$ cat config.mk
export PLATFORM = sky130hd
export DESIGN_NAME = im_port_arb
export DESIGN_NICKNAME = d
export VERILOG_FILES = /design/src/rtl/im_pkg.sv /design/src/rtl/im_starve_cnt.sv /design/src/rtl/im_port_arb.sv
export SDC_FILE = /design/constraint.sdc
export NUM_CORES = 1
export LEC_CHECK = 0
export BUFFER_PORTS_ARGS = -buffer_cell sky130_fd_sc_hd__buf_4
export CORE_ASPECT_RATIO = 1.2
export CORE_MARGIN = 1.5
export CORE_UTILIZATION = 45
export CTS_CLUSTER_SIZE = 24
export DETAILED_ROUTE_END_ITERATION = 10
export PLACE_DENSITY_LB_ADDON = 0.08
export SETUP_SLACK_MARGIN = 0.2
export SLEW_MARGIN = 40
export SYNTH_ARGS = -nofsm -noshare
export SYNTH_HDL_FRONTEND = slang
export SYNTH_SLANG_ARGS = --single-unit
$ cat constraint.sdc
create_clock -name clk -period 1.7 [get_ports clk]
set_clock_uncertainty 0.05 [all_clocks]
set_input_delay 0 -clock clk [delete_from_list [all_inputs] [get_ports clk]]
set_output_delay 0 -clock clk [all_outputs]
set_load 0.02 [all_outputs]
$ cat src/rtl/im_pkg.sv
// Shared types and helpers for the instruction-memory port arbiter.
package im_pkg;

  localparam int IM_DEPTH_LOG2 = 10;
  localparam int IM_WORD_W     = 32;

  typedef enum logic {BOOT, RUN} boot_state_t;

  // Byte address to word address; callers keep only the low index bits they need.
  function automatic logic [IM_WORD_W-1:0] word_index(input logic [IM_WORD_W-1:0] addr);
    return {2'b00, addr[IM_WORD_W-1:2]};
  endfunction

endpackage

$ cat src/rtl/im_starve_cnt.sv
// Saturating count of consecutive denied loader cycles; at_max hands the loader priority.
module im_starve_cnt #(
  parameter int MAX_WAIT = 4
) (
  input  logic clk,
  input  logic reset,
  input  logic req,
  input  logic gnt,
  output logic at_max
);

  logic [3:0] wait_cnt;

  assign at_max = (wait_cnt == 4'(MAX_WAIT));

  // NOTE: state registers use non-blocking assignments so every flop samples pre-edge values.
  always_ff @(posedge clk) begin
    if (!reset)
      wait_cnt <= '0;
    else if (!req || gnt)
      wait_cnt <= '0;
    else if (!at_max)
      wait_cnt <= wait_cnt + 4'd1;
  end

endmodule

$ cat src/rtl/im_port_arb.sv
// Single-port instruction-memory arbiter between CPU fetch (read) and program loader (write).
// Define IM_BOOT_HOLD_EN to hold fetch off after reset until the loader raises l_done.
module im_port_arb
  import im_pkg::*;
#(
  parameter int DEPTH_LOG2 = IM_DEPTH_LOG2,
  parameter int MAX_WAIT   = 4
) (
  input  logic                  clk,
  input  logic                  reset,
  input  logic                  f_req,
  input  logic [31:0]           f_addr,
  output logic                  f_gnt,
  output logic                  f_rvalid,
  output logic [31:0]           f_rdata,
  input  logic                  l_req,
  input  logic [31:0]           l_addr,
  input  logic [31:0]           l_wdata,
  output logic                  l_gnt,
  input  logic                  l_done,
  output logic [DEPTH_LOG2-1:0] mem_addr,
  output logic                  mem_we,
  output logic [31:0]           mem_wdata,
  input  logic [31:0]           mem_rdata
);

  logic [31:0]           f_word, l_word;
  logic [DEPTH_LOG2-1:0] f_idx, l_idx, addr_q;
  logic [31:0]           wdata_q, rdata_q;
  logic                  rd_pend, at_max, fetch_ok, f_eff;

  assign f_word = word_index(f_addr);
  assign l_word = word_index(l_addr);
  assign f_idx  = f_word[DEPTH_LOG2-1:0];
  assign l_idx  = l_word[DEPTH_LOG2-1:0];

  // Upper address bits wrap by design; l_done only matters with the boot hold.
  logic unused_bits;
  assign unused_bits = ^{f_word[31:DEPTH_LOG2], l_word[31:DEPTH_LOG2], l_done};

`ifdef IM_BOOT_HOLD_EN
  boot_state_t state;

  always_ff @(posedge clk) begin
    if (!reset)
      state <= BOOT;
    else if (state == BOOT && l_done)
      state <= RUN;
  end

  assign fetch_ok = (state == RUN);
`else
  assign fetch_ok = 1'b1;
`endif

  assign f_eff = f_req && fetch_ok;

  im_starve_cnt #(.MAX_WAIT(MAX_WAIT)) u_starve_cnt (
    .clk    (clk),
    .reset  (reset),
    .req    (l_req),
    .gnt    (l_gnt),
    .at_max (at_max)
  );

  // NOTE: every always_comb output gets a default first so no latch is inferred.
  always_comb begin
    f_gnt = 1'b0;
    l_gnt = 1'b0;
    if (reset) begin
      if (l_req && f_eff && at_max) l_gnt = 1'b1;
      else if (f_eff)               f_gnt = 1'b1;
      else if (l_req)               l_gnt = 1'b1;
    end
  end

  // Address and data go to memory in the grant cycle so the synchronous read lands next cycle.
  always_comb begin
    mem_addr  = addr_q;
    mem_we    = 1'b0;
    mem_wdata = wdata_q;
    if (f_gnt) begin
      mem_addr = f_idx;
    end else if (l_gnt) begin
      mem_addr  = l_idx;
      mem_we    = 1'b1;
      mem_wdata = l_wdata;
    end
  end

  // A read pending across a reset edge is dropped rather than returned.
  assign f_rvalid = rd_pend && reset;
  assign f_rdata  = f_rvalid ? mem_rdata : rdata_q;

  always_ff @(posedge clk) begin
    if (!reset) begin
      addr_q  <= '0;
      wdata_q <= '0;
      rdata_q <= '0;
      rd_pend <= 1'b0;
    end else begin
      addr_q  <= mem_addr;
      wdata_q <= mem_wdata;
      rdata_q <= f_rdata;
      rd_pend <= f_gnt;
    end
  end

endmodule

==> flow_summary.yaml, run 1 <==
outcome:
  outcome: "complete, but fails checks"
  violations: "negative setup slack"
floorplanning:
  start_util_pct: 46.78
  io-pin-count: 211
  std_cell_rows: 36
  die_h_um: 103.8
  die_w_um: 87.04
  core_area_um2: 8153
  dieArea_um2: 9038
logic_synthesis:
  synth_top_area_share_pct: 41.47
  netlist_instances: 435
  synth-xor-area-share_pct: 0.2297
  yosys.area_share.simple_pct: 12.27
  ys_ff_latch: 79
  synth_top_family_by_area: "compound AO/OA/AOI/OAI gates"
  ys_top_cells_by_area: "dfxtp_1 41%, mux2_2 9.4%, mux2i_1 8.4%"
  synth.avg_cell_area_um2: 8.767
  yosys.area_share.adder_pct: 0.6562
  syn_area_um2: 3814
  ys_seq_area_share_pct: 41.47
  yosys_warnings: 0
  yosysUniqueCellTypes: 31
  synth-compound-area-share_pct: 19.06
  synthMuxAreaShare_pct: 17.85
  yosysTopAreaCell: "dfxtp_1"
  synth_nets: 570
routing:
  first_pass_iters: 4
  drtAntennaViolNets: 0
  drt_iter0_markers: 287
  vias: 4702
  drt-total-wl_mm: 18.35
  post-route-drc-count: 0
  wire_per_inst_um: 22.41
  via_per_inst: 5.741
pwr:
  internal-power_mw: 3.873
  ir_drop_mv: 0.6350
  p_comb_share_pct: 29.9
  p_sw_share_pct: 28.94
  p_leak_nw: 3.528
  p_sw_mw: 1.577
  pwr-share-clk_pct: 33.1
  cellPowerDensity_nw_per_um2: 711.4
  seqPwrFrac_pct: 37.0
placement:
  gp_congestion: 0.7597
  dp_slack_ns: 0.02979
  portBuffers: 165
  dp_hpwl_mm: 6.637
critical_path:
  endpoint_kind: "output port"
  crit_type: "flop to output port"
  slowest_stage: "dfxtp_2"
  path_buf_inv: 3
  cp_top_family: "simple AND/OR/NAND/NOR gates"
  cp_cell_sequence: "inv_2 -> ha_4 -> and3b_2 -> nand2_2 -> nand3_2 -> buf_6 -> o221a_4 -> buf_6"
  crit_arrival_ns: 1.93
  crit_fanout: 7
  startpoint_type: "flop"
  critPathRequiredTime_ns: 1.65
  crit_path_frequent_cell: "buf_6"
  slowest_delay_ns: 0.36
timing:
  setup_viol: 45
  drv_slew: 0
  hold_viol_final: 0
  worst_slew_pin_slew_ns: 0.5573
  fin_crit_ns: 1.980
  rsz0062_at_grt: "yes"
  slew_headroom_pct: 62.85
  fin_crit_sh_pct: 116.5
  fmax_ghz: 0.5051
  setup_ws_ns: -0.2798
global_routing:
  grt_pass1_vias: 4356
  top_usage_layer: "met2"
  grt_start_max_net_pins: 33
  use_met1_pct: 31.50
  grt-ovfl-total: 0
  met3_usage_pct: 6.614
  grt_use_total_pct: 29.00
  grt_pass1_wl_mm: 20.69
  antenna_found_initial: 0
  met2_usage_pct: 52.16
clocking:
  root_buffer: "clkbuf_8"
  worstSkewPairLatency_ns: 0.36
  clockBufferDepth: 2
  cts_buffers: 9
  htree_levels: 3
  cts_tree: "built"
  cts.sinks: 79
  path_clk_slew_ns: 0.09
run:
  drv_cap: 0
finish:
  nNetsFinal: 836
  layout_commonest_cell: "buf_4"
  n_fill_cell: 236
  seqCellArea_um2: 1585
  multi_input_area_um2: 2574
  final_cell_mix: "101 x buf_4, 83 x dlygate4sd3_1, 80 x buf_6, 76 x dfxtp_1, 36 x inv_1"
  num_antenna_cells: 0
  syn2layout_area_growth_pct: 100.9
  fin_util_pct: 93.97
  drive_above_1_share_pct: 48.37
hold_path:
  min_path_type: "input port to flop"
## worst register-to-register path, stage by stage, from the launching register on
cell and delay [ns]:
dfxtp_2 0.36, inv_2 0.05, ha_4 0.17, nand3b_4 0.09, buf_6 0.11, nand2_1 0.10
and2_2 0.27, buf_12 0.16, o21ai_0 0.28
## path summary, 6_finish.rpt
kind                       startpoint     endpoint  slack, ns  cells after the start
max          u_starve_cnt.wait_cnt[1]  mem_addr[2]      -0.28                      8
max reg2reg  u_starve_cnt.wait_cnt[1]  wdata_q[16]      -0.06                      8
min reg2reg                wdata_q[0]   wdata_q[0]       0.42                      2
min                         l_addr[9]    addr_q[7]       0.02                      3
## power by group through the flow
| stage | clock network (mW) | logic (mW) | registers, mW |
|---|---|---|---|
| 6_report | 1.81 | 1.63 | 2.01 |
| 4_1_cts | 1.74 | 1.35 | 1.99 |
| 5_1_grt | 1.88 | 1.69 | 2.02 |
| 2_1_floorplan | 0 | 0.590 | 2.02 |
| 3_3_place_gp | 0 | 1.02 | 2.03 |
| 3_5_place_dp | 0 | 1.03 | 2.03 |
## synth_stat cells
library cell,instances
inv_1,39
nor2_1,32
mux2i_1,32
o21ai_0,56
nand2_2,1
clkbuf_2,1
o21ai_1,8
nand3_4,1
and3b_1,1
dfxtp_1,79
nand3_1,1
o22a_1,20
buf_1,1
nor3b_1,1
o221a_2,9
a21oi_1,2
and2_1,1
ha_1,2
buf_2,14
mux2_2,32
nor3_1,4
clkbuf_1,8
nand3b_2,1
nand3_2,1
a21oi_2,1
xnor2_1,1
o221a_1,1
o211a_1,10
buf_4,3
nand2_1,68
buf_6,4
## flip-flops by register name (all words and copies together) (netlist names)
name                   flops
wdata_q                   32
addr_q                    10
rd_pend                    1
rdata_q                   32
u_starve_cnt.wait_cnt      4
## metrics by stage
stage	TNS (ns)	hold WS (ns)	instance area (µm²)	power [mW]	cells
floorplan	0	0.07168	3914	2.613	435
global placement	0	0.1586	5268	3.045	695
detailed placement	0	0.1701	5268	3.066	695
CTS	-6.496	0.007134	6930	5.089	807
global route	-12.54	0.03754	7661	5.591	819
finish	-9.173	0.01901	7661	5.450	819
## layer usage
metal,part of all wire (%),wire [µm]
met4,6.8,1253
met1,34,6312
met5,0,0
met2,51,9441
met3,7.3,1344
## layout make-up
class,count,share of cell area [%]
clock buffer,12,2.025
sequential,79,20.69
inverter,39,1.911
clock inverter,3,1.176
timing repair buffer,285,38.74
multi-input combinational,287,33.59
tap,114,1.862
## logic make-up after synthesis
group	count (synthesis)
AOI/OAI and AO/OA	107
and+or+nand+nor	112
buffers and inverters	70
muxes	64
adders and majority gates	2
xor gates and xnor gates	1
DFF	79
## timing repair
action,in CTS,in global routing
pin swaps,5,19
setup endpoints to repair,119,119
endpoints found under the hold margin,75,0
hold buffers,83,0
cloned,6,6
gates resized for setup,109,143
buffers inserted,8,6
Power figures use the tool's default switching activity.
==> run 2, diff against run 1 <==
--- a/config.mk
+++ b/config.mk
@@ -11,6 +11,7 @@
 export CORE_UTILIZATION = 45
 export CTS_CLUSTER_SIZE = 24
 export DETAILED_ROUTE_END_ITERATION = 10
+export GPL_TIMING_DRIVEN = 0
 export PLACE_DENSITY_LB_ADDON = 0.08
 export SETUP_SLACK_MARGIN = 0.2
 export SLEW_MARGIN = 40
==> run 2 against run 1 <==
Against the previous run:
- the run still ends with negative setup slack left
- setup slack got worse by 0.13 ns
- fmax decreased by 6.2%
- wire length decreased by 14%
- via count decreased by 3.8%
- count of clock-buffer cells in the layout decreased by 2
- critical path depth increased by 2
- final area decreased by 2.9%
- core utilization decreased by 2.7 points
- final cell count increased by 2.6%
- register-to-register slack improved by 0.04 ns
- sequential cell count unchanged
==> flow_summary.yaml, run 2 (synthesis gave the netlist of run 1 again) <==
routing:
  drt_iter0_markers: 238
  drt-total-wl_mm: 15.81
  drtAntennaViolNets: 0
  via_per_inst: 5.385
  first_pass_iters: 4
  wire_per_inst_um: 18.83
  post-route-drc-count: 0
  vias: 4523
timing:
  fin_setup_tns_ns: -17.41
  hold_viol_final: 0
  fin_crit_sh_pct: 124.1
  fmax_ghz: 0.4740
  holdWs_ns: 0.02148
  fin_crit_ns: 2.110
  drv_slew: 0
  setup_viol: 74
  rsz0062_at_grt: "yes"
  worst_slew_pin_slew_ns: 0.7627
  setup_ws_ns: -0.4097
  slew_headroom_pct: 49.15
clocking:
  path_clk_slew_ns: 0.09
  root_buffer: "clkbuf_8"
  cts.sinks: 79
  clockBufferDepth: 2
  cts_buffers: 9
  worstSkewPairLatency_ns: 0.36
  htree_levels: 3
  cts_tree: "built"
critical_path:
  crit_type: "flop to output port"
  endpoint_kind: "output port"
  r2r_cells: 8
  slowest_stage: "dfxtp_2"
  crit_path_frequent_cell: "buf_8"
  path_buf_inv: 5
  slowest_delay_ns: 0.34
  critPathRequiredTime_ns: 1.65
  crit_fanout: 6
  crit_arrival_ns: 2.06
  cp_cell_sequence: "inv_2 -> ha_4 -> nand3b_4 -> a21oi_4 -> buf_8 -> buf_12 -> buf_8 -> nand2_2 -> o21ai_1 -> buf_4"
  cp-startpoint: "u_starve_cnt.wait_cnt[1]"
  cp_top_family: "buffers and inverters"
  reg2reg_from: "u_starve_cnt.wait_cnt[1]"
  startpoint_type: "flop"
  cp_num_cells: 10
placement:
  dp_slack_ns: -0.03438
  place_area_um2: 5288
  dp_cells: 713
  portBuffers: 164
  gp_congestion: 0.7266
  dp_hpwl_mm: 7.395
finish:
  nNetsFinal: 856
  final-instance-count-excl-fill: 840
  seqCellArea_um2: 1584
  syn2layout_area_growth_pct: 95.01
  num_antenna_cells: 0
  multi_input_area_um2: 2494
  layout_commonest_cell: "buf_4"
  reg_top3: "rdata_q (32), wdata_q (32), addr_q (10)"
  final_cell_area_um2: 7437
  n_fill_cell: 320
  final_cell_mix: "137 x buf_4, 81 x dlygate4sd3_1, 77 x dfxtp_1, 54 x buf_6, 42 x o21ai_2"
  drive_above_1_share_pct: 51.38
  fin_util_pct: 91.22
pwr:
  cellPowerDensity_nw_per_um2: 670.1
  ir_drop_mv: 0.6388
  power_mw: 4.984
  p_leak_nw: 3.460
floorplanning:
  dieArea_um2: 9038
  start_util_pct: 46.78
  io-pin-count: 211
  die_h_um: 103.8
  std_cell_rows: 36
  die_w_um: 87.04
  core_area_um2: 8153
global_routing:
  grt-ovfl-total: 0
  met3_usage_pct: 5.179
  antenna_found_initial: 0
  grt_pass1_wl_mm: 19.20
  top_usage_layer: "met2"
  grt_start_max_net_pins: 14
  met2_usage_pct: 46.35
  use_met1_pct: 30.72
  grt_use_total_pct: 26.35
  grt_pass1_vias: 4257
run:
  drv_cap: 0
hold_path:
  hold_start: "l_addr[3]"
  whs_path_depth: 3
  min_path_type: "input port to flop"
outcome:
  outcome: "complete, but fails checks"
  violations: "negative setup slack"
-- run 2: cell types whose count changed in the layout (fill, tap and decap cells not counted), moves of 5 or more --
cell | before | now
o21ai_2 | 20 | 42
clkbuf_1 | 1 | 7
o21ai_0 | 22 | 4
mux2_4 | 32 | 0
buf_6 | 80 | 54
nand2_2 | 17 | 10
o21ai_4 | 13 | 8
mux2_2 | 0 | 32
buf_2 | 0 | 7
buf_4 | 101 | 137
nand2_4 | 18 | 25
-- run 2: routing by layer --
layer / part of all wire [%] / up-vias / wire, µm
li1: - / 2080 / -
met3: 6.4 / 52 / 1016
met5: 0 / - / 0
met4: 4.1 / 0 / 642
met1: 35 / 2171 / 5610
met2: 54 / 220 / 8546
-- run 2: power by group --
part	switching (mW)	internal [mW]	total, mW
Clock	0.751	0.711	1.46
Sequential	0.0584	1.95	2.00
Combinational	0.713	0.805	1.52
Total	1.52	3.46	4.98
-- run 2: timing repair --
action | 4_1_cts | 5_1_grt
hold buffers | 81 | 0
cloned | 3 | 3
pin swaps | 6 | 31
setup buffers | 9 | 15
setup endpoints to repair | 119 | 118
endpoints found under the hold margin | 77 | 0
gates resized for setup | 52 | 202
-- run 2: area by class of cell --
| type | instances | area share [%] |
|---|---|---|
| multi-input cells | 286 | 33.53 |
| repair buffers | 275 | 35.06 |
| inverters | 39 | 2.036 |
| clock buffers | 10 | 1.851 |
| well taps | 114 | 1.918 |
| plain buffers | 31 | 3.499 |
| clock inverters | 6 | 0.8075 |
| flip-flops and latches | 79 | 21.30 |
-- run 2: worst reg2reg max path, cell delays in order (launching register included) --
cell and delay (ns):
dfxtp_2 0.34, inv_2 0.06, ha_4 0.15, and3b_2 0.22, buf_4 0.13, nand3_4 0.15
o22a_1 0.28, buf_4 0.13, o211a_1 0.11
-- run 2: path summary, 6_finish.rpt --
check	to	slack (ns)
worst min-delay path	addr_q[1]	0.02
worst min register to register	wdata_q[29]	0.43
worst max-delay path	mem_wdata[4]	-0.41
worst max register to register	addr_q[3]	-0.02
